### src/rtl/mult_div_unit_pkg.sv
// rtl/mult_div_unit_pkg.sv - op encodings and FSM state constants for mult_div_unit
package mult_div_unit_pkg;

  localparam logic [1:0] OP_MULTU = 2'b00;
  localparam logic [1:0] OP_MULT  = 2'b01;
  localparam logic [1:0] OP_DIVU  = 2'b10;
  localparam logic [1:0] OP_DIV   = 2'b11;

  typedef logic [1:0] state_t;

  localparam state_t IDLE   = 2'd0;
  localparam state_t CALC   = 2'd1;
  localparam state_t FINISH = 2'd2;

endpackage

### src/rtl/md_abs_neg.sv
// rtl/md_abs_neg.sv - conditional two's-complement negate
module md_abs_neg #(
  parameter int W = 32
) (
  input  logic [W-1:0] val,
  input  logic         neg,
  output logic [W-1:0] res
);

  assign res = neg ? (~val + W'(1)) : val;

endmodule

### src/rtl/mult_div_unit.sv
// rtl/mult_div_unit.sv - iterative signed/unsigned multiply/divide with HI/LO result registers
module mult_div_unit
  import mult_div_unit_pkg::*;
#(
  parameter int WIDTH = 32
) (
  input  logic             clk,
  input  logic             rst_n,
  input  logic             start,
  input  logic [1:0]       op,
  input  logic [WIDTH-1:0] a,
  input  logic [WIDTH-1:0] b,
  output logic             busy,
  output logic             done,
  output logic             div_by_zero,
  output logic [WIDTH-1:0] hi,
  output logic [WIDTH-1:0] lo
);

  localparam int CNT_W = $clog2(WIDTH + 1);

  state_t               state_q;
  logic [CNT_W-1:0]     cnt_q;
  logic [2*WIDTH-1:0]   work_q;
  logic [WIDTH-1:0]     opnd_q;
  logic                 is_div_q;
  logic                 neg_res_q;
  logic                 neg_rem_q;
  logic                 dz_q;

  logic                 sign_a;
  logic                 sign_b;
  logic [WIDTH-1:0]     mag_a;
  logic [WIDTH-1:0]     mag_b;
  logic [WIDTH:0]       mul_sum;
  logic [WIDTH:0]       div_shift;
  logic [WIDTH:0]       div_diff;
  logic [2*WIDTH-1:0]   step_next;
  logic [2*WIDTH-1:0]   prod_fix;
  logic [WIDTH-1:0]     quo_fix;
  logic [WIDTH-1:0]     rem_fix;

  assign sign_a = op[0] & a[WIDTH-1];
  assign sign_b = op[0] & b[WIDTH-1];

  md_abs_neg #(.W(WIDTH)) u_abs_a (.val(a), .neg(sign_a), .res(mag_a));
  md_abs_neg #(.W(WIDTH)) u_abs_b (.val(b), .neg(sign_b), .res(mag_b));

  md_abs_neg #(.W(2*WIDTH)) u_fix_prod (.val(work_q), .neg(neg_res_q), .res(prod_fix));
  md_abs_neg #(.W(WIDTH)) u_fix_quo (.val(work_q[WIDTH-1:0]), .neg(neg_res_q), .res(quo_fix));
  md_abs_neg #(.W(WIDTH)) u_fix_rem (.val(work_q[2*WIDTH-1:WIDTH]), .neg(neg_rem_q), .res(rem_fix));

  // work_q holds {partial product, multiplier} for MUL and {remainder, dividend/quotient} for DIV
  always_comb begin
    mul_sum   = {1'b0, work_q[2*WIDTH-1:WIDTH]} + (work_q[0] ? {1'b0, opnd_q} : '0);
    div_shift = {work_q[2*WIDTH-1:WIDTH], work_q[WIDTH-1]};
    div_diff  = div_shift - {1'b0, opnd_q};
    step_next = work_q;
    if (!is_div_q) begin
      step_next = {mul_sum, work_q[WIDTH-1:1]};
    end else if (div_diff[WIDTH]) begin
      step_next = {div_shift[WIDTH-1:0], work_q[WIDTH-2:0], 1'b0};
    end else begin
      step_next = {div_diff[WIDTH-1:0], work_q[WIDTH-2:0], 1'b1};
    end
  end

  assign busy = (state_q != IDLE);

  always_ff @(posedge clk or negedge rst_n) begin
    if (!rst_n) begin
      state_q     <= IDLE;
      cnt_q       <= '0;
      work_q      <= '0;
      opnd_q      <= '0;
      is_div_q    <= 1'b0;
      neg_res_q   <= 1'b0;
      neg_rem_q   <= 1'b0;
      dz_q        <= 1'b0;
      done        <= 1'b0;
      div_by_zero <= 1'b0;
      hi          <= '0;
      lo          <= '0;
    end else begin
      done        <= 1'b0;
      div_by_zero <= 1'b0;
      case (state_q)
        IDLE: begin
          if (start) begin
            is_div_q  <= op[1];
            neg_res_q <= sign_a ^ sign_b;
            neg_rem_q <= sign_a;
            dz_q      <= op[1] & (b == '0);
            cnt_q     <= CNT_W'(WIDTH);
            if (op[1]) begin
              opnd_q <= mag_b;
              work_q <= {{WIDTH{1'b0}}, mag_a};
            end else begin
              opnd_q <= mag_a;
              work_q <= {{WIDTH{1'b0}}, mag_b};
            end
            state_q <= (op[1] && (b == '0)) ? FINISH : CALC;
          end
        end
        CALC: begin
          work_q <= step_next;
          cnt_q  <= cnt_q - CNT_W'(1);
          if (cnt_q == CNT_W'(1)) state_q <= FINISH;
        end
        FINISH: begin
          done        <= 1'b1;
          div_by_zero <= dz_q;
          if (!dz_q) begin
            if (is_div_q) begin
              hi <= rem_fix;
              lo <= quo_fix;
            end else begin
              hi <= prod_fix[2*WIDTH-1:WIDTH];
              lo <= prod_fix[WIDTH-1:0];
            end
          end
          state_q <= IDLE;
        end
        default: state_q <= IDLE;
      endcase
    end
  end

endmodule

### config.mk
export PLATFORM = sky130hd
export DESIGN_NAME = mult_div_unit
export DESIGN_NICKNAME = d
export VERILOG_FILES = /design/src/rtl/mult_div_unit_pkg.sv /design/src/rtl/md_abs_neg.sv /design/src/rtl/mult_div_unit.sv
export SDC_FILE = /design/constraint.sdc
export NUM_CORES = 1
export LEC_CHECK = 0
export CAP_MARGIN = 20
export CORE_MARGIN = 3
export CORE_UTILIZATION = 54
export DETAILED_ROUTE_END_ITERATION = 6
export PLACE_DENSITY_LB_ADDON = 0.15
export SYNTH_ARGS = -nofsm -noshare
export SYNTH_HDL_FRONTEND = slang
export SYNTH_SLANG_ARGS = --single-unit
### constraint.sdc
create_clock -name clk -period 3.64 [get_ports clk]
set_clock_uncertainty 0.15 [all_clocks]
set_input_delay 0.364 -clock clk [delete_from_list [all_inputs] [get_ports clk]]
set_output_delay 0.364 -clock clk [all_outputs]
set_load 0.02 [all_outputs]
======== Yosys cells after proc, flatten, opt, wreduce, memory -nomap -nowiden ========
Cells that the tools add are included.
Widths: inputs -> output; s select.
storage, ports and cells
  input port bits ......................... 69
  output and inout bits ................... 67
  bits in registers ....................... 174
  logic and storage cells ................. 66
cells by class
  equal/unequal tests ..................... 5
  reduce and logical (&&, ||, !) cells .... 9
  bitwise operators ....................... 10
  mux-type cells .......................... 22
  $add $sub $neg .......................... 8
operators by type and width
  operator               count
  $mux 32                9
  $mux 64                4
  $add 32x1->32 const B  4
  $not 32->32            4
  $pmux 64 s2            1
  $add 64x1->64 const B  1
  $not 64->64            1
  $add 32x32->33         1
  $sub 33x32->33         1
  $logic_not 32->1       1
  $pmux 6 s2             1
  $reduce_and 2->1       4
  $eq 6x1->1 const B     1
  $mux 2                 3
  $mux 6                 1
  $sub 6x1->6 const B    1
  $ne 2x2->1 const B     2
  $pmux 2 s2             1
  $reduce_bool 2->1      2
  $and 1x1->1            3
  $eq 2x1->1 const B     1
  $eq 2x2->1 const B     1
  $logic_not 2->1        1
  $mux 1                 2
  other kinds (3)        3

======== Depth between registers and ports, before layout ========
Gate-level depths: netlist of the first run.
  word-level depth ........................ 6
  depth in mapped cells ................... 14

======== By module ========
A second synthesis of the first run with hierarchy kept.
unflattened totals
  cell total of the unflattened synthesis .. 2023
  area, all modules ....................... 17187.7 µm²
modules (own cells, without submodules)
  module                    cells each  sequential area each (µm²)  times used  area an instance (µm²)
  mult_div_unit             1421        4354.2                      1           12430.7
  md_abs_neg (u_abs_a ...)  99          0.0                         4           777.0
  md_abs_neg (u_fix_prod)   206         0.0                         1           1649.1

======== Least setup slack after synthesis of the first run ========
No wires, ideal clock.
  path type ............................... flip-flop to flip-flop
  start point ............................. register work_q[54]
  end point ............................... register work_q[38]
  data required time ...................... 3.357 ns
  path buffers ............................ 2
  clock period less this slack ............ 3.446 ns
  cell stages (with the launch flop) ...... 12
  path slack .............................. 0.194 ns
  arrival time ............................ 3.163 ns
  path through ............................ dfrtp_1 -> ha_1 -> clkbuf_1 -> nand2_1 -> or4_1 -> a2111oi_0 -> nor2_1 -> a31oi_1 -> xor2_1 -> buf_2 -> mux2i_1 -> o21ai_0
between the ends
  cells in the longest elaborated chain, start to end .. 4
RTL lines
  item                      RTL line              source
  start: declaration        mult_div_unit.sv:24   logic [2*WIDTH-1:0] work_q;
  start signal: assignment  mult_div_unit.sv:97   work_q <= {{WIDTH{1'b0}}, mag_a};
  start signal: assignment  mult_div_unit.sv:100  work_q <= {{WIDTH{1'b0}}, mag_b};
  start signal: assignment  mult_div_unit.sv:106  work_q <= step_next;
  $sub 33x32->33            mult_div_unit.sv:57   div_diff = div_shift - {1'b0, opnd_q};
  $mux 64                   mult_div_unit.sv:61   end else if (div_diff[WIDTH]) begin
  $mux 64                   mult_div_unit.sv:59   if (!is_div_q) begin
  $pmux 64 s2               mult_div_unit.sv:87   case (state_q)
No other way between the ends.
A chain may end at the register's enable or synchronous reset.

======== Worst setup path in the final report of the first run ========
  start point ............................. register opnd_q[0]
  end point ............................... register work_q[61]
between the ends
  cells in the longest elaborated chain, start to end .. 4
  elaborated cells between the ends (all ways) .. 6
  those cells by class .................... 2 x add/sub; 4 x mux
RTL lines
  item                                       RTL line                                  source
  start: declaration                         mult_div_unit.sv:25                       logic [WIDTH-1:0] opnd_q;
  start signal: assignment                   mult_div_unit.sv:96                       opnd_q <= mag_b;
  start signal: assignment                   mult_div_unit.sv:99                       opnd_q <= mag_a;
  $sub 33x32->33 or $mux 32 (tied branches)  mult_div_unit.sv:57, mult_div_unit.sv:55
  $mux 64 or $add 32x32->33 (tied branches)  mult_div_unit.sv:61, mult_div_unit.sv:55
  $mux 64 *                                  mult_div_unit.sv:59
  $pmux 64 s2 *                              mult_div_unit.sv:87
Mark *: on every way between the ends. The rest lies on a longest branch, timed or not.

==> metrics.md, run 1 <==
| Metric | Value |
|---|---|
| Status | complete, no violations |
| Fin. max-slew vios | 0 |
| Flop-to-flop setup slack | 50 ps |
| Commonest non-fill, non-tap cell in the layout | o21ai_0 |
| Min-delay src | lo[1]$_DFFE_PN0P_ |
| Vias in the first global route | 13.9k |
| Yosys reg bits | 174 |
| DIE HEIGHT | 170 um |
| Critical path arrival | 3740 ps |
| Hold Crit Endpoint | lo[1]$_DFFE_PN0P_ |
| CP bufs+invs | 4 |
| Final cycle utilization of the critical path | 0.986 |
| Synthesis Warnings | 0 |
| Root buffer cell | clkbuf_16 |
| Global-route usage over all layers | 0.336 |
| Avg Inst Size Synth | 8.05 um2 |
| IO Pins | 136 |
| Kind of critical path | reg2reg |
| First-pass GRT wire length | 76800 um |
| Synthesized area | 14600 um2 |
| Synth area leader | dfrtp_1 |
| Pleak | 7.95 nW |
| Num rows | 59 |
| Total DRC errors in the routed layout | 0 |
| Number of nets in the layout | 2195 |
| Most frequent cells in the layout | o21ai_0, nand2_1, buf_4, dfrtp_1, nor2_1 |
| VDD IR max | 756 uV |
| Cell Pwr Density | 690 nW/um2 |
| Synth area leaders | dfrtp_1, o21ai_0, ha_1 |
| Final Non-Filler Cells | 2403 |
| Share of the synthesized area in the top cell type | 0.299 |
| IO buf count | 135 |
| Sink Count | 174 |
| Gr ovfl total | 0 |
| Core footprint | 26300 um2 |
| CP endpoint kind | flop |
| Placed Cells | 2364 |
| Syn_nets | 1953 |
| Share of post-route cells with drive strength above 1 | 0.132 |
| RSZ-0062 raised after global routing | true |
| Routability Congestion | 0.991 |
| CP peak stage delay | 390 ps |
| Die Wd | 170 um |
| Fmax | 279 MHz |
| Kind of cell adding the most delay to the critical path | compound AO/OA/AOI/OAI gates |
| Depth of the CTS H-tree | 4 |
| DP Area | 17400 um2 |
| Clock-pin slew on the worst setup and hold paths | 90 ps |
| Vias | 15.0k |
| Synth unique cells | 77 |
| Routed len/inst | 20.7 um |
| Fin Hold WS | 335 ps |
| Worst-path fanout max | 11 |
| Fin area | 18200 um2 |
| Layout area overhead | 24.8% |
| Via density | 6.26 |
| Final HPWL DP | 38800 um |
| CP startpoint kind | flop |
| Final min period | 3590 ps |
| Crit-path cells | ha_1 -> fa_2 -> nand2b_4 -> a21oi_4 -> o211ai_1 -> a2111oi_2 -> buf_4 -> nor2_1 -> a31oi_1 -> buf_4 -> xor2_4 -> buf_12 -> clkbuf_16 -> mux2i_1 -> a31oi_1 |
| EDFF count, synth | 0 |
| Core Util, Final | 0.692 |
| First-pass DRT Iterations | 6 |
| Slew Limit Headroom | 0.420 |
| Routed WL | 49700 um |
| Final WS setup | 51.7 ps |
| TritonCTS buffer count | 17 |
| Initial Util | 0.555 |
| DR iter-0 viols | 1771 |
| WHS Path Cells | 2 |
| Slowest library cell on the worst path | dfrtp_1 |
| ANT nets after route | 0 |
| Worst R2R Path Depth | 15 |
| Sequential area share after synthesis | 0.299 |
| DIE AREA | 29000 um2 |
| Hold Path Class | reg2reg |
| Top_reg_cell synth | dfrtp_1 |
| Largest net degree at the start of global routing | 127 |
| Final-report hold violation count | 0 |
| R2R Path End | work_q[61]$_DFFE_PN0P_ |
| Initial antenna violation count | 1 |
| Worst r2r src | opnd_q[0]$_DFFE_PN0P_ |
| Dpl ws | -263 ps |
| Worst EP required | 3790 ps |
| CTS tree | yes |
| Synthesized instance count | 1812 |
| Slew @ Worst Pin | 868 ps |
| MaxCap Viol Count | 0 |
| Async SR Flop Fraction | 1.00 |
| Clk Latency, worst-skew pair | 450 ps |
| Largest buffer count on any clock path | 2 |
| Count of final setup violators | 0 |
routing by layer:
layer,up-vias,GRT usage,wire (um)
li1,7063,-,-
met1,7114,0.488,21700
met2,765,0.519,21800
met3,107,0.0479,4510
met4,0,0.107,1730
met5,-,0,0
per-stage QoR:
stage / TNS [ps] / power, mW
2_1_floorplan: 0 / 7.25
3_3_place_gp: -1210 / 9.81
3_5_place_dp: -3520 / 9.95
4_1_cts: 0 / 12.0
5_1_grt: -154 / 13.3
6_report: 0 / 12.6
how the worst max path moves through the flow:
stage | from | cells after the start | endpoint | slack (ps)
5_1_grt | work_q[31]$_DFFE_PN0P_ | 16 | work_q[59]$_DFFE_PN0P_ | -20
6_report | opnd_q[0]$_DFFE_PN0P_ | 15 | work_q[61]$_DFFE_PN0P_ | 50
2_1_floorplan | work_q[54]$_DFFE_PN0P_ | 11 | work_q[38]$_DFFE_PN0P_ | 190
3_5_place_dp | b[16] | 9 | work_q[27]$_DFFE_PN0P_ | -260
4_1_cts | opnd_q[0]$_DFFE_PN0P_ | 14 | work_q[59]$_DFFE_PN0P_ | 3
3_3_place_gp | b[15] | 9 | work_q[29]$_DFFE_PN0P_ | -230
cells in the mapped netlist, types with 7 or more instances:
master and number:
nor2_1 157, o211ai_1 20, nor2b_1 16, a21o_1 30, dfrtp_1 174, ha_1 70, a22oi_1 29, and2_1 9
a21oi_1 128, nand2_1 199, nor3_1 31, mux2i_1 70, nand2b_1 22, inv_1 59, o31ai_1 24, xnor2_1 80
nand3_1 18, and3_1 11, o41ai_1 15, o21ai_0 207, clkbuf_1 86, a31oi_1 17, nand4_1 10, o21a_1 12
buf_1 7, o21bai_1 8, or4_4 7, xor2_1 95, a211oi_1 41, nor4_1 12, or3_1 18, or4_1 16
o22ai_1 8
what timing repair did:
item,CTS,global route
endpoints found under the hold margin,78,0
gates cloned,0,2
setup endpoints to repair,32,36
resized for setup,4,15
hold buffers,1,0
setup buffers,0,2
pin swaps,0,4
logic make-up (layout without fill, tap and decap cells):
kind of cell / Yosys count / in the layout / synth area share
xor gates and xnor gates: 175 / 175 / 0.105
muxes: 73 / 73 / 0.0504
DFF: 174 / 174 / 0.299
other: 0 / 1 / 0
and+or+nand+nor: 557 / 557 / 0.181
AOI/OAI and AO/OA: 597 / 597 / 0.256
buffers and inverters: 164 / 419 / 0.0459
adders and majority gates: 72 / 72 / 0.0628
worst register-to-register path, cell delays in order (launching register included):
cell       delay [ps]
dfrtp_1           390
ha_1              230
fa_2              370
nand2b_4          170
a21oi_4           180
o211ai_1          140
a2111oi_2         380
buf_4             190
nor2_1             50
a31oi_1           200
buf_4             170
xor2_4            200
buf_12            160
clkbuf_16         180
mux2i_1           200
a31oi_1           100
sequential cells by signal (all words and copies together) (netlist names):
| register | count |
|---|---|
| done | 1 |
| cnt_q | 6 |
| is_div_q | 1 |
| work_q | 64 |
| lo | 32 |
| dz_q | 1 |
| opnd_q | 32 |
| hi | 32 |
| div_by_zero | 1 |
| neg_rem_q | 1 |
| state_q | 2 |
| neg_res_q | 1 |
layout make-up:
cell class / count / area, um2
antenna: 1 / 2.50
clock buffer: 17 / 425
clock inverter: 15 / 218
fill: 2225 / 8090
inverter: 61 / 229
multi-input combinational: 1474 / 9660
sequential: 174 / 4360
tap: 335 / 419
timing repair buffer: 326 / 2880
power by group:
| group | switching (mW) | leakage, nW | internal [mW] | total (mW) |
|---|---|---|---|---|
| logic | 4.36 | 5.37 | 3.44 | 7.80 |
| clock network | 1.03 | 0.308 | 0.968 | 1.99 |
| registers | 0.472 | 2.27 | 2.29 | 2.76 |
| total | 5.86 | 7.95 | 6.70 | 12.6 |
No activity file was read; power rests on OpenSTA's default activity.
==> run 2, diff against run 1 <==
Settings changed: SKIP_LAST_GASP from default to 1.
==> results of run 2 <==
The final DEF is identical to that of run 1; final timing and power are the same.
==> run 3, diff against run 2 <==
Settings changed: TNS_END_PERCENT from default to 30.
==> run 3 against run 2 <==
- via count shrank 0.71%
- cell area about the same
- critical path depth unchanged
- sequential power is essentially flat
- register-to-register slack hardly changed
- routed wire length shrank 0.29%
- non-clock buffer count unchanged
- fmax is 0.21% higher
- global-route usage is the same
- clock power is essentially flat
- total power is 0.23% lower
- sequential share of layout area hardly changed
- critical endpoint is now work_q[40]$_DFFE_PN0P_
- largest power group unchanged
==> metrics.md, run 3 (synthesis gave the netlist of run 1 again) <==
| Metric | Value |
|---|---|
| Status | complete, no violations |
| Vias | 14.9k |
| Depth of the CTS H-tree | 4 |
| Final cycle utilization of the critical path | 0.984 |
| DIE AREA | 29000 um2 |
| Count of final setup violators | 0 |
| IO buf count | 135 |
| ANT nets after route | 0 |
| Fmax | 279 MHz |
| First-pass GRT wire length | 76800 um |
| RSZ-0062 raised after global routing | true |
| Initial antenna violation count | 1 |
| Clock-pin slew on the worst setup and hold paths | 90 ps |
| Gr ovfl total | 0 |
| Dpl ws | -263 ps |
| Core footprint | 26300 um2 |
| Final min period | 3580 ps |
| DIE HEIGHT | 170 um |
| Final WS setup | 59.2 ps |
| TritonCTS buffer count | 17 |
| Total DRC errors in the routed layout | 0 |
| Kind of critical path | reg2reg |
| Die Wd | 170 um |
| Flop-to-flop setup slack | 60 ps |
| Hold Path Class | reg2reg |
| Final Non-Filler Cells | 2402 |
| MaxCap Viol Count | 0 |
| Largest net degree at the start of global routing | 127 |
| Hold Crit Endpoint | lo[1]$_DFFE_PN0P_ |
| Min-delay src | lo[1]$_DFFE_PN0P_ |
| Number of nets in the layout | 2195 |
| Sw frac | 0.465 |
| Routability Congestion | 0.991 |
| Critical path arrival | 3730 ps |
| Clk network pwr share | 0.159 |
| Vias in the first global route | 13.9k |
| IO Pins | 136 |
| Most frequent cells in the layout | o21ai_0, nand2_1, buf_4, dfrtp_1, nor2_1 |
| Clk Latency, worst-skew pair | 450 ps |
| R2R Path End | work_q[40]$_DFFE_PN0P_ |
| Worst r2r src | opnd_q[0]$_DFFE_PN0P_ |
| Cell Pwr Density | 689 nW/um2 |
| Combinational share of power | 0.621 |
| VDD IR max | 751 uV |
| Placed Cells | 2364 |
| Largest register FFs | 64 |
| DP Area | 17400 um2 |
| Fin Hold WS | 335 ps |
| Fin. max-slew vios | 0 |
| CP startpoint kind | flop |
| CP endpoint kind | flop |
| Pleak | 7.95 nW |
| Worst EP required | 3790 ps |
| Int Pwr | 6.70 mW |
| Slew Limit Headroom | 0.416 |
| Slew @ Worst Pin | 875 ps |
| Final HPWL DP | 38800 um |
| Via density | 6.22 |
| Initial Util | 0.555 |
| Worst-path fanout max | 11 |
| Routed WL | 49600 um |
| Largest Register | work_q |
| Routed len/inst | 20.6 um |
| Largest buffer count on any clock path | 2 |
| Layout area overhead | 24.7% |
| Commonest non-fill, non-tap cell in the layout | o21ai_0 |
| Global-route usage over all layers | 0.336 |
| Num rows | 59 |
| Final-report hold violation count | 0 |
| Overall power | 12.5 mW |
| Flop pwr share | 0.220 |
| Net Switching | 5.83 mW |
| Root buffer cell | clkbuf_16 |
| DR iter-0 viols | 1845 |
| Antenna diode count | 0 |
| Sink Count | 174 |
| CTS tree | yes |
| Share of post-route cells with drive strength above 1 | 0.132 |
| First-pass DRT Iterations | 6 |
| Worst R2R Path Depth | 15 |
| WHS Path Cells | 2 |
| Fin area | 18200 um2 |
run 3: per-layer routing:
layer,wire [um],GRT usage,vias to the layer above
met5,0,0,-
met4,1660,0.107,0
met3,4430,0.0479,105
met2,21800,0.519,700
met1,21700,0.488,7079
li1,-,-,7058
run 3: power groups by stage:
| stage | registers (mW) | clock network, mW | logic (mW) |
|---|---|---|---|
| 2_1_floorplan | 2.76 | 0 | 4.49 |
| 3_3_place_gp | 2.75 | 0 | 7.06 |
| 3_5_place_dp | 2.76 | 0 | 7.20 |
| 4_1_cts | 2.73 | 2.01 | 7.27 |
| 5_1_grt | 2.79 | 2.08 | 8.38 |
| 6_report | 2.76 | 1.99 | 7.78 |
run 3: cell type report:
| class | instances | area (um2) |
|---|---|---|
| Timing Repair Buffer | 326 | 2880 |
| Tap cell | 335 | 419 |
| Inverter | 61 | 229 |
| Clock buffer | 17 | 425 |
| Sequential cell | 174 | 4360 |
| Clock inverter | 15 | 218 |
| Fill cell | 2228 | 8100 |
| Multi-Input combinational cell | 1474 | 9650 |
run 3: worst max-delay path, cell delays in order (launching register included):
cell and delay, ps:
dfrtp_1 390, ha_1 230, fa_2 370, nand2b_4 170, a21oi_4 180, o211ai_1 140
a2111oi_2 380, buf_4 190, nor2_1 40, a31oi_1 200, buf_4 170, xor2_4 200
buf_12 170, clkbuf_16 180, mux2i_1 190, o21ai_0 100
run 3: worst max-delay path by stage:
stage,slack [ps],endpoint,depth (start not counted),from
finish,60,work_q[40]$_DFFE_PN0P_,15,opnd_q[0]$_DFFE_PN0P_
global route,-30,work_q[48]$_DFFE_PN0P_,15,opnd_q[1]$_DFFE_PN0P_
CTS,3,work_q[59]$_DFFE_PN0P_,14,opnd_q[0]$_DFFE_PN0P_
detailed placement,-260,work_q[27]$_DFFE_PN0P_,9,b[16]
global placement,-230,work_q[29]$_DFFE_PN0P_,9,b[15]
floorplan,190,work_q[38]$_DFFE_PN0P_,11,work_q[54]$_DFFE_PN0P_
run 3: metrics by stage:
step	utilization	setup TNS (ps)
floorplan	-	0
global placement	0.660	-1210
detailed placement	0.660	-3520
CTS	0.686	0
global route	0.692	-181
finish	0.692	0
run 3: what timing repair did:
action	4_1_cts	5_1_grt
hold buffers	1	0
setup endpoints to repair	32	36
buffers inserted	0	2
endpoints found under the hold margin	78	0
pin swaps	0	4
gates cloned	0	2
gates resized for setup	4	14
==> edit: new RTL, config.mk and constraints of run 1 <==
Make the reset (`rst_n`) synchronous in one clocked block.
--- a/src/rtl/mult_div_unit.sv
+++ b/src/rtl/mult_div_unit.sv
@@ -68,5 +68,5 @@
   assign busy = (state_q != IDLE);
 
-  always_ff @(posedge clk or negedge rst_n) begin
+  always_ff @(posedge clk) begin
     if (!rst_n) begin
       state_q     <= IDLE;
Function: differs if rst_n is asserted again (counterexample within 4 cycles, from zero or initial values and one cycle with rst_n low); with rst_n held inactive, the same outputs for 10 cycles.
==> edit against run 1 <==
  * Synthesized cell count up 5.2%
  * Worst hold slack worse by 0.032 ns
  * Sequential cell count unchanged
  * Routed wire length down 0.48%
  * Cell area down 5.8%
  * Die area down 3.8%
  * Worst setup slack better by 0.049 ns
  * Non-clock buffer count down 43
  * Critical endpoint is now work_q[34]
  * Area after synthesis down 3.9%
  * Utilization down 1.5 points
  * First-iteration DRC count down 12%
  * Critical path depth unchanged
Power is not compared: it rests on default switching activity, and its combinational part moved more than twofold at a synthesized area within 25%.
==> edit: results (changes against run 1) <==
metric,value,unit,change
nNetsFinal,2232,,was 2195
ys_async_sr_fraction,0,%,was 100%
wl_per_cell,20.3,um,was 20.7 um
htree_levels,4,,unchanged
routed-via-count,15200,,was 15000
hold_depth,2,,unchanged
yosys-top-cells-area,"dfxtp_1 25%, a21oi_1 6.7%, ha_1 6.3%",,"was dfrtp_1 30%, o21ai_0 7.1%, ha_1 6.0%"
yosysWarningCount,0,,unchanged
clk_pin_slew,0.08,ns,
yosys-top-cells-count,"228 x nor2_1, 202 x nand2_1, 187 x a21oi_1",,"was 207 x o21ai_0, 199 x nand2_1, 174 x dfrtp_1"
fin_crit_sh,97.2,%,was 98.6%
cp_max_fo,21,,was 11
n_antenna_cell,0,,was 1
grt_util_all_layers,33.6,%,about the same
ys.flop_type,dfxtp_1,,was dfrtp_1
ir_drop,0.000289,V,
timing.rr.end,work_q[34],,was work_q[61]
outcome,"finished, final reports clean",,unchanged
syn-num-nets,2048,,was 1953
grt_pass1_vias,13900,,about the same
hold_viol,0,,unchanged
grt_max_degree,101,,was 127
grt_first_pass_wirelength,75800,um,was 76800 um
r2r_slack,0.10,ns,was 0.05 ns
slowest_stage,fa_1,,was dfrtp_1
drive_above_1_share,10.3,%,was 13.2%
gp_congestion,1.00,,was 0.991
r2r_start,work_q[31],,was opnd_q[0]
tightest_slew,1.10,ns,was 0.868 ns
antenna_found_initial,0,,was 1
clk-insertion-delay-late,0.44,ns,
post-dp-hpwl,37900,um,was 38800 um
synth_cell_types,67,,was 77
cts_inserted_buffers,17,,unchanged
slowest_delay,0.41,ns,was 0.39 ns
drtIter0Drc,1562,,was 1771
powerSeq,0.00219,W,
pre_cts_ws,0.0305,ns,was -0.263 ns
leakage,7.07,nW,
port_buffers,135,,unchanged
cts.path.max_buffers,2,,unchanged
largest_reg_flops,64,,unchanged
r2r_cells,15,,unchanged
clk_root_buffer_cell,clkbuf_16,,unchanged
hp-start,hi[10],,was lo[1]
worstPathArrival,3.72,ns,was 3.74 ns
hold_path.class,register to register,,unchanged
worstHoldEndpoint,hi[10],,was lo[1]
synth_seq_area_share,24.9,%,was 29.9%
## edit: logic make-up after synthesis
group           synth area share [%]
fa+ha+maj                       6.54
buf+inv                         4.96
compound gates                  26.7
simple gates                    20.6
xor+xnor                        10.3
flops                           24.9
mux                             6.05
## edit: final cells by class
cell class | count | area [um^2]
Sequential cell | 174 | 3480
Clock inverter | 15 | 215
Tap cell | 330 | 413
Timing Repair Buffer | 283 | 2520
Multi-Input combinational cell | 1553 | 9850
Fill cell | 2251 | 8190
Inverter | 62 | 233
Clock buffer | 17 | 425
## edit: timing repair
| action | in CTS | in global routing |
|---|---|---|
| hold buffers | 0 | 0 |
| endpoints found under the setup margin | 0 | 15 |
| gates resized for setup | 0 | 6 |
| buffers inserted | 0 | 3 |
## edit: how the worst max path moves through the flow
stage               start         end  cells past startpoint
2_1_floorplan   work_q[0]  work_q[54]                     13
3_3_place_gp         b[9]  work_q[27]                     10
3_5_place_dp         b[9]  work_q[15]                     11
4_1_cts         work_q[8]      hi[31]                      9
5_1_grt         work_q[8]      hi[17]                      9
6_report       work_q[31]  work_q[34]                     15
## edit: metrics by stage
step / hold slack [ns] / area, um^2 / instances / total power, W / utilization, %
after floorplan: 0.282 / 14000 / 1907 / 0.00351 / -
after global placement: 0.288 / 16500 / 2398 / 0.00417 / 65.0
after detailed placement: 0.293 / 16500 / 2398 / 0.00421 / 65.0
after CTS: 0.304 / 17100 / 2430 / 0.00619 / 67.5
after global routing: 0.320 / 17100 / 2434 / 0.00652 / 67.7
final: 0.302 / 17100 / 2434 / 0.00625 / 67.7
## edit: per-layer routing
layer,global-route usage [%],share of wire (%),routed length [um],up-vias
met5,0,0,0,-
met4,9.40,2.3,1140,0
met2,52.9,45,22000,693
li1,-,-,-,7225
met1,47.6,44,21500,7158
met3,5.84,9.6,4760,87
